## src/rtl/cpu_types_pkg.sv

```systemverilog
// rtl/cpu_types_pkg.sv - shared CPU datapath types
package cpu_types_pkg;

    localparam int WORD_W = 32;

    typedef logic [WORD_W-1:0] word_t;

endpackage

```

## src/rtl/icache_pkg.sv

```systemverilog
// rtl/icache_pkg.sv - instruction cache types, states and defaults
package icache_pkg;

    import cpu_types_pkg::*;

    localparam int ICACHE_SETS = 16;

    // Tag field sized for the smallest legal cache (2 sets -> 29 tag bits).
    // Larger caches zero-extend their shorter tags into this field.
    localparam int ICACHE_TAG_MAX_W = 29;

    typedef struct packed {
        logic                        valid;
        logic [ICACHE_TAG_MAX_W-1:0] tag;
        word_t                       data;
    } icache_frame_t;

    typedef enum logic {
        IDLE  = 1'b0,
        FETCH = 1'b1
    } icache_state_t;

endpackage

```

## src/rtl/icache_frames.sv

```systemverilog
// rtl/icache_frames.sv - frame storage for the direct-mapped instruction cache
//
// Holds SETS one-word frames. Valid bits clear asynchronously on RST; tag and
// data arrays carry no reset so they can map onto plain storage.
//
// Ports:
//   CLK, RST   clock, asynchronous active-high reset
//   rd_idx     combinational read index
//   rd_frame   frame at rd_idx {valid, tag, data}
//   wr_en      write strobe, sampled on the rising edge
//   wr_idx     write index
//   wr_frame   frame written at wr_idx
module icache_frames
    import cpu_types_pkg::*;
    import icache_pkg::*;
#(
    parameter int SETS  = ICACHE_SETS,
    parameter int IDX_W = $clog2(SETS)
) (
    input  logic          CLK,
    input  logic          RST,
    input  logic [IDX_W-1:0] rd_idx,
    output icache_frame_t rd_frame,
    input  logic          wr_en,
    input  logic [IDX_W-1:0] wr_idx,
    input  icache_frame_t wr_frame
);

    logic [SETS-1:0]             valid_q;
    logic [ICACHE_TAG_MAX_W-1:0] tag_q  [SETS];
    word_t                       data_q [SETS];

    always_ff @(posedge CLK or posedge RST) begin
        if (RST) begin
            valid_q <= '0;
        end else if (wr_en) begin
            valid_q[wr_idx] <= wr_frame.valid;
        end
    end

    always_ff @(posedge CLK) begin
        if (wr_en) begin
            tag_q[wr_idx]  <= wr_frame.tag;
            data_q[wr_idx] <= wr_frame.data;
        end
    end

    always_comb begin
        rd_frame       = '0;
        rd_frame.valid = valid_q[rd_idx];
        rd_frame.tag   = tag_q[rd_idx];
        rd_frame.data  = data_q[rd_idx];
    end

endmodule

```

## src/rtl/icache.sv

```systemverilog
// rtl/icache.sv - direct-mapped read-only instruction cache
//
// Serves fetch requests with a zero-latency hit path and fills misses one
// word at a time from the memory controller. Counts hits and misses.
//
// Ports:
//   CLK, RST              clock, asynchronous active-high reset
//   imemREN, imemaddr     fetch request and byte address (bits [1:0] ignored)
//   ihit, imemload        hit strobe and instruction (0 when no hit)
//   iREN, iaddr           miss read request and word-aligned address
//   iwait, iload          controller busy flag and read data
//   hit_count, miss_count performance counters, wrap modulo 2^32
module icache
    import cpu_types_pkg::*;
    import icache_pkg::*;
#(
    parameter int SETS  = ICACHE_SETS,
    parameter int IDX_W = $clog2(SETS)
) (
    input  logic        CLK,
    input  logic        RST,
    input  logic        imemREN,
    input  logic [31:0] imemaddr,
    output logic        ihit,
    output logic [31:0] imemload,
    output logic        iREN,
    output logic [31:0] iaddr,
    input  logic        iwait,
    input  logic [31:0] iload,
    output logic [31:0] hit_count,
    output logic [31:0] miss_count
);

    icache_state_t state_q, state_d;
    logic [29:0]   miss_word_q;
    word_t         hit_count_q, miss_count_q;

    logic [IDX_W-1:0]            req_idx;
    logic [ICACHE_TAG_MAX_W-1:0] req_tag;
    icache_frame_t               rd_frame;
    icache_frame_t               wr_frame;
    logic                        miss_start;
    logic                        fill;
    logic                        byte_offset_unused;

    assign req_idx            = imemaddr[IDX_W+1:2];
    assign req_tag            = ICACHE_TAG_MAX_W'(imemaddr[31:IDX_W+2]);
    assign byte_offset_unused = ^imemaddr[1:0];

    // The fill target comes from the latched miss address, not imemaddr,
    // so a dropped or redirected request still completes its own fill.
    always_comb begin
        wr_frame       = '0;
        wr_frame.valid = 1'b1;
        wr_frame.tag   = ICACHE_TAG_MAX_W'(miss_word_q[29:IDX_W]);
        wr_frame.data  = iload;
    end

    icache_frames #(
        .SETS  (SETS),
        .IDX_W (IDX_W)
    ) u_frames (
        .CLK      (CLK),
        .RST      (RST),
        .rd_idx   (req_idx),
        .rd_frame (rd_frame),
        .wr_en    (fill),
        .wr_idx   (miss_word_q[IDX_W-1:0]),
        .wr_frame (wr_frame)
    );

    always_ff @(posedge CLK or posedge RST) begin
        if (RST) begin
            state_q <= IDLE;
        end else begin
            state_q <= state_d;
        end
    end

    always_comb begin
        state_d    = state_q;
        ihit       = 1'b0;
        imemload   = '0;
        iREN       = 1'b0;
        iaddr      = '0;
        miss_start = 1'b0;
        fill       = 1'b0;
        unique case (state_q)
            IDLE: begin
                if (imemREN) begin
                    if (rd_frame.valid && (rd_frame.tag == req_tag)) begin
                        ihit     = 1'b1;
                        imemload = rd_frame.data;
                    end else begin
                        miss_start = 1'b1;
                        state_d    = FETCH;
                    end
                end
            end
            FETCH: begin
                iREN  = 1'b1;
                iaddr = {miss_word_q, 2'b00};
                if (!iwait) begin
                    fill    = 1'b1;
                    state_d = IDLE;
                end
            end
            default: state_d = IDLE;
        endcase
    end

    always_ff @(posedge CLK or posedge RST) begin
        if (RST) begin
            miss_word_q  <= '0;
            hit_count_q  <= '0;
            miss_count_q <= '0;
        end else begin
            if (miss_start) begin
                miss_word_q  <= imemaddr[31:2];
                miss_count_q <= miss_count_q + 32'd1;
            end
            if (ihit) begin
                hit_count_q <= hit_count_q + 32'd1;
            end
        end
    end

    assign hit_count  = hit_count_q;
    assign miss_count = miss_count_q;

endmodule

```

## config.mk

```make
export PLATFORM = sky130hd
export DESIGN_NAME = icache
export DESIGN_NICKNAME = d
export VERILOG_FILES = /design/src/rtl/cpu_types_pkg.sv /design/src/rtl/icache_pkg.sv /design/src/rtl/icache_frames.sv /design/src/rtl/icache.sv
export SDC_FILE = /design/constraint.sdc
export NUM_CORES = 1
export LEC_CHECK = 0
export CORE_MARGIN = 1
export CORE_UTILIZATION = 40
export CTS_BUF_LIST = sky130_fd_sc_hd__clkbuf_8 sky130_fd_sc_hd__clkbuf_16
export CTS_CLUSTER_SIZE = 10
export DETAILED_ROUTE_END_ITERATION = 10
export GPL_ROUTABILITY_DRIVEN = 0
export SETUP_SLACK_MARGIN = 0.4
export SLEW_MARGIN = 20
export SYNTH_ARGS = -nofsm -noshare
export SYNTH_HDL_FRONTEND = slang
export SYNTH_SLANG_ARGS = --single-unit
export TNS_END_PERCENT = 30
```

## constraint.sdc

```tcl
create_clock -name CLK -period 5.9 [get_ports CLK]
set_input_delay 0.885 -clock CLK [delete_from_list [all_inputs] [get_ports CLK]]
set_output_delay 0.885 -clock CLK [all_outputs]
set_load 0.03 [all_outputs]
```

* Yosys cells after proc, flatten, opt, wreduce, memory -nomap -nowiden *
Memories as Yosys holds them, arrays and structs flattened.
Index checks and enable logic that the tools add are counted.

word-level totals
  register bits = 111
  bits in writable memories = 928
  output and inout port bits = 130
  logic and storage cells = 38
  memories kept = 2

memory list
  name             words  width  rd ports  clocked after memory_dff  wr ports  RTL line             text
  u_frames.data_q  16     32     1         0                         1         icache_frames.sv:31  word_t data_q [SETS];
  u_frames.tag_q   16     26     1         0                         1         icache_frames.sv:30  logic [ICACHE_TAG_MAX_W-1:0] tag_q [SETS];

operators by class
  add/subtract/negate cells = 2
  $lt $le $gt $ge = 3
  equality and inequality tests = 1
  muxes and demuxes = 21
  bitwise operators = 2
  reductions and logical operators = 2

operators by type and width
  cell                                                               number
  2-to-1 mux 32 bit                                                  4
  adder 32 x 1 -> 32 bit, second input constant                      2
  equality test 29 x 26 -> 1 bit                                     1
  bitwise OR 16 bit                                                  1
  2-to-1 mux 1 bit                                                   14
  < comparator 4 x 5 -> 1 bit, second input constant                 2
  binary-select mux 1 bit (select 4 bit)                             1
  demux 1 bit (select 4 bit)                                         1
  greater-or-equal comparator 4 x 1 -> 1 bit, second input constant  1
  logical AND 1 bit                                                  2
  case mux 1 bit (2 select lines)                                    1
  NOT 1 bit                                                          1

* Logic depth before layout (Yosys ltp) *
  word-level depth = 6
  mapped depth = 15
  gate-level depth less buffers = 9

* Hierarchy *
A second synthesis with hierarchy kept.

second synthesis, totals
  cell total of the unflattened synthesis = 1989
  area total of the unflattened synthesis = 42006.5 µm²

modules (own cells, without submodules)
  module         instances  cells each  area each (µm²)
  icache_frames  1          1554        37199.4
  icache         1          435         4807.1

* Worst setup path after synthesis *
No wires, ideal clock.

  path type = input-to-reg
  from = input iwait
  to = register u_frames.valid_q[0]
  data arrival time = 5.854 ns
  required time = 5.811 ns
  setup slack = -0.043 ns
  stages on the path = 4
  path buffers = 0
  path through = nand2b_1 or3_1 nor3_1 or2_2

between the ends
  word-level cells in the longest chain between the ends = 2

RTL lines
  item                             RTL line             text
  from (decl)                      icache.sv:28         input logic iwait,
  2-to-1 mux 1 bit                 icache.sv:103        if (!iwait) begin
  2-to-1 mux 1 bit                 icache.sv:88         unique case (state_q)
  to (signal, indexed assignment)  icache_frames.sv:37  valid_q[wr_idx] <= wr_frame.valid;
  to (decl)                        icache_frames.sv:29  logic [SETS-1:0] valid_q;

No other way between the ends.
A chain may end at the register's enable or synchronous reset.

* Final worst setup path *
  from = input imemaddr[2]
  to = output imemload[28]

between the ends
  word-level cells in the longest chain between the ends = 6

RTL lines
  item                                                                            RTL line                           text
  from (decl)                                                                     icache.sv:23                       input logic [31:0] imemaddr,
  memory (16 x 26 bit) or binary-select mux 1 bit (select 4 bit) (tied branches)  n/a
  equality test 29 x 26 -> 1 bit or 2-to-1 mux 1 bit (tied branches)              icache.sv:91, icache_frames.sv:50
  logical AND 1 bit                                                               icache.sv:91                       if (rd_frame.valid && (rd_frame.tag == req_tag)) begin
  2-to-1 mux 32 bit *                                                             icache.sv:91
  2-to-1 mux 32 bit *                                                             icache.sv:90                       if (imemREN) begin
  2-to-1 mux 32 bit *                                                             icache.sv:88
  to (decl)                                                                       icache.sv:25                       output logic [31:0] imemload,

Mark *: on every way between the ends. The rest lies on a longest branch, timed or not. The select of a mux whose other input is x is not followed.

==> qor.csv <==
stage,metric,value,unit
worst_setup_path,cp.arrival,4.35,ns
power_and_ir_drop,irDropWorstVdd,0.232,mV
worst_setup_path,critPathRequiredTime,5.02,ns
grt,grt_pass1_wl,150,mm
logic_synthesis,synthArstFlopShare,0.107,
hold_path,min_path_type,reg2reg,
worst_setup_path,rrSetupSlack,2.02,ns
sta,setup_violations,0,
clocking,clock_path_buffers,3,
hold_path,holdPathStages,1,
clocking,cts_buffers,116,
drt,ant_nets,0,
floorplanning,die_height,324,µm
logic_synthesis,ys.flop_type,edfxtp_1,
hold_path,holdPathEnd,u_frames.valid_q[8],
sta,fin_setup_tns,0,ns
sta,final_hold_viol_count,0,
worst_setup_path,critPathLaunchType,primary input,
sta,worst_slew_margin_rel,0.284,
power_and_ir_drop,powerDensity,338,nW/µm²
clocking,postCtsSetupRepairBufs,0,
floorplanning,num_rows,117,
floorplanning,initial_core_util,0.406,
worst_setup_path,worst_setup_path_end_kind,output port,
power_and_ir_drop,total_power,16.5,mW
logic_synthesis,ys_seq_elements,1039,
logic_synthesis,synth_area_leaders,"edfxtp_1 67%, mux4_2 13%, dfrtp_1 6.7%",
worst_setup_path,worst_r2r_endpoint,hit_count[29],
sta,worst_slew_pin_slew,1.07,ns
worst_setup_path,r2r_start,u_frames.tag_q[14][24],
sta,min_period,5.24,ns
drt,drt_pre_antenna_iters,5,
sta,timing.final.crit_share,0.888,
logic_synthesis,yosysTopAreaCell,edfxtp_1,
grt,gr-total-overflow,0,
clocking,tritoncts,done,
floorplanning,die_w,324,µm
sta,skew,0.0226,ns
sta,clock.fmax,191,MHz
worst_setup_path,setup.worst_path.class,in2out,
drt,wire_per_inst,27.6,µm
grt,antenna_found_initial,7,
drt,vias,21100,
grt,grt_max_degree,102,
floorplanning,die-area,105000,µm²
logic_synthesis,yosysMostFrequentCell,edfxtp_1,
layout,drive_gt1_frac,0.233,
logic_synthesis,ys_warn_count,0,
clocking,cts_hold_buf,0,
floorplanning,ioPinCount,198,
logic_synthesis,ys_types,75,
clocking,cts.sinks,1039,
layout,synthToLayoutAreaGrowth,17.9,%
logic_synthesis,synth.avg_cell_area,20.4,µm²
clocking,htree_levels,3,
worst_setup_path,reg2reg_depth,10,
logic_synthesis,syn_area,41500,µm²
clocking,path_clk_slew,0.06,ns
floorplanning,core-area,102000,µm²
clocking,root_buffer,clkbuf_16,
layout,nets,2377,
drt,drt_iter0_drc,1731,
placement,dp_hpwl,56.5,mm
sta,rsz0062_at_grt,no,
drt,drc,0,
worst_setup_path,cp_max_fo,37,
power_and_ir_drop,p_leak,16.7,nW
flow_run,drv_cap,0,
drt,totalWireLength,103,mm
placement,io_buffers,193,
logic_synthesis,synth-seq-area-share,0.738,
hold_path,min-delay-start,u_frames.valid_q[8],
clocking,clock_latency,0.70,ns
logic_synthesis,yosysTopAreaCellShare,0.671,
logic_synthesis,synth_edf_count,928,
grt,grt_pass1_vias,22000,
outcome,status,"finished, final reports clean",
logic_synthesis,synth_common_cells,"928 x edfxtp_1, 236 x mux4_2, 111 x dfrtp_1, 102 x mux2i_1, 53 x xor2_1",
drt,via_per_inst,5.63,
grt,grt_use_total,0.198,
sta,drv_slew,0,
logic_synthesis,syn_inst,2038,
-- worst max path at each step --
stage | from | to | slack, ns | cells after the start
floorplan | iwait | u_frames.valid_q[3] | 0.19 | 4
global placement | imemaddr[3] | imemload[19] | 0.58 | 12
detailed placement | imemaddr[3] | imemload[28] | 0.57 | 12
CTS | imemaddr[3] | imemload[28] | 0.54 | 12
global route | imemaddr[2] | imemload[28] | 0.40 | 12
finish | imemaddr[2] | imemload[28] | 0.66 | 12
-- critical path: stages --
cell	delay [ns]
buf_8	0.37
buf_4	0.32
mux4_1	0.62
o2bb2ai_1	0.16
a211oi_1	0.23
a31oi_1	0.09
nor4_1	0.34
nand4_1	0.17
nor4_2	0.39
buf_12	0.27
and3_1	0.27
buf_12	0.14
-- what timing repair did --
item                                    in CTS  in global routing
resized for setup                            0                  2
endpoints found under the hold margin        0                  0
endpoints found under the setup margin       0                 33
-- power breakdown --
part | total [mW] | internal [mW] | leakage, nW | switching, mW
Combinational | 1.40 | 0.609 | 5.11 | 0.796
Sequential | 8.79 | 8.48 | 9.76 | 0.314
Clock | 6.34 | 3.60 | 1.80 | 2.74
Total | 16.5 | 12.7 | 16.7 | 3.85
-- sequential cells by signal, summed over array words and instances, names as in the netlist --
signal	flops
u_frames.data_q	512
miss_count	32
u_frames.tag_q	416
u_frames.valid_q	16
hit_count	32
state_q	1
miss_word_q	30
-- layout make-up --
cell class              count  area (µm²)
diodes                      2        5.00
clock buffers             120        2970
clock inverters            62         310
fillers                  8366       53400
inverters                  13        55.1
multi-input cells         883       10400
flip-flops and latches   1039       30600
well taps                1368        1710
repair buffers            254        2900
-- kinds of logic after synthesis --
family                   Yosys count  synth area share
buffers and inverters            117            0.0164
XOR/XNOR                          78            0.0164
AND/OR/NAND/NOR                  334            0.0461
adder cells (fa/ha/maj)            2          0.000602
flip-flops                      1039             0.738
other                              1         0.0000903
multiplexers                     376             0.166
AO/OA/AOI/OAI                     91            0.0169
-- routing by layer --
metal,up-vias,GRT usage,part of all wire
li1,8872,-,-
met1,11300,0.268,0.42
met2,662,0.330,0.50
met3,160,0.0370,0.058
met4,10,0.0512,0.023
met5,-,0,0.00069
-- cells in the final DEF, fill, tap and decap left out, types with 6 or more instances in the layout --
| cell type | instances |
|---|---|
| nor2_4 | 13 |
| nand4_1 | 20 |
| and2_1 | 32 |
| and3_1 | 49 |
| xor2_1 | 53 |
| mux2i_1 | 102 |
| mux2_4 | 28 |
| clkdlybuf4s50_1 | 156 |
| inv_1 | 66 |
| mux2_2 | 9 |
| nor4_2 | 7 |
| a211oi_1 | 6 |
| nand2_1 | 47 |
| xnor2_1 | 25 |
| a22o_1 | 9 |
| buf_12 | 47 |
| mux4_2 | 236 |
| a21oi_1 | 7 |
| nor3_1 | 25 |
| buf_4 | 49 |
| nand3_1 | 31 |
| nor2_1 | 26 |
| nor2b_1 | 10 |
| clkbuf_16 | 117 |
| edfxtp_1 | 928 |
| dfrtp_1 | 110 |
| nand2b_1 | 9 |
| o21ai_0 | 11 |
| or2_2 | 17 |
| nor4_1 | 14 |
| a22oi_1 | 18 |
-- per-stage QoR --
| step | cell area [µm²] | instances | util | hold slack [ns] | setup WS (ns) |
|---|---|---|---|---|---|
| 6_report | 49000 | 3741 | 0.478 | 0.467 | 0.662 |
| 5_1_grt | 48900 | 3740 | 0.478 | 0.480 | 0.400 |
| 4_1_cts | 48900 | 3739 | 0.478 | 0.467 | 0.536 |
| 3_5_place_dp | 45700 | 3557 | 0.446 | 0.449 | 0.573 |
| 3_3_place_gp | 45700 | 3557 | 0.446 | 0.446 | 0.577 |
| 2_1_floorplan | 41500 | 2039 | - | 0.434 | 0.191 |
(Power assumes the default switching activity.)
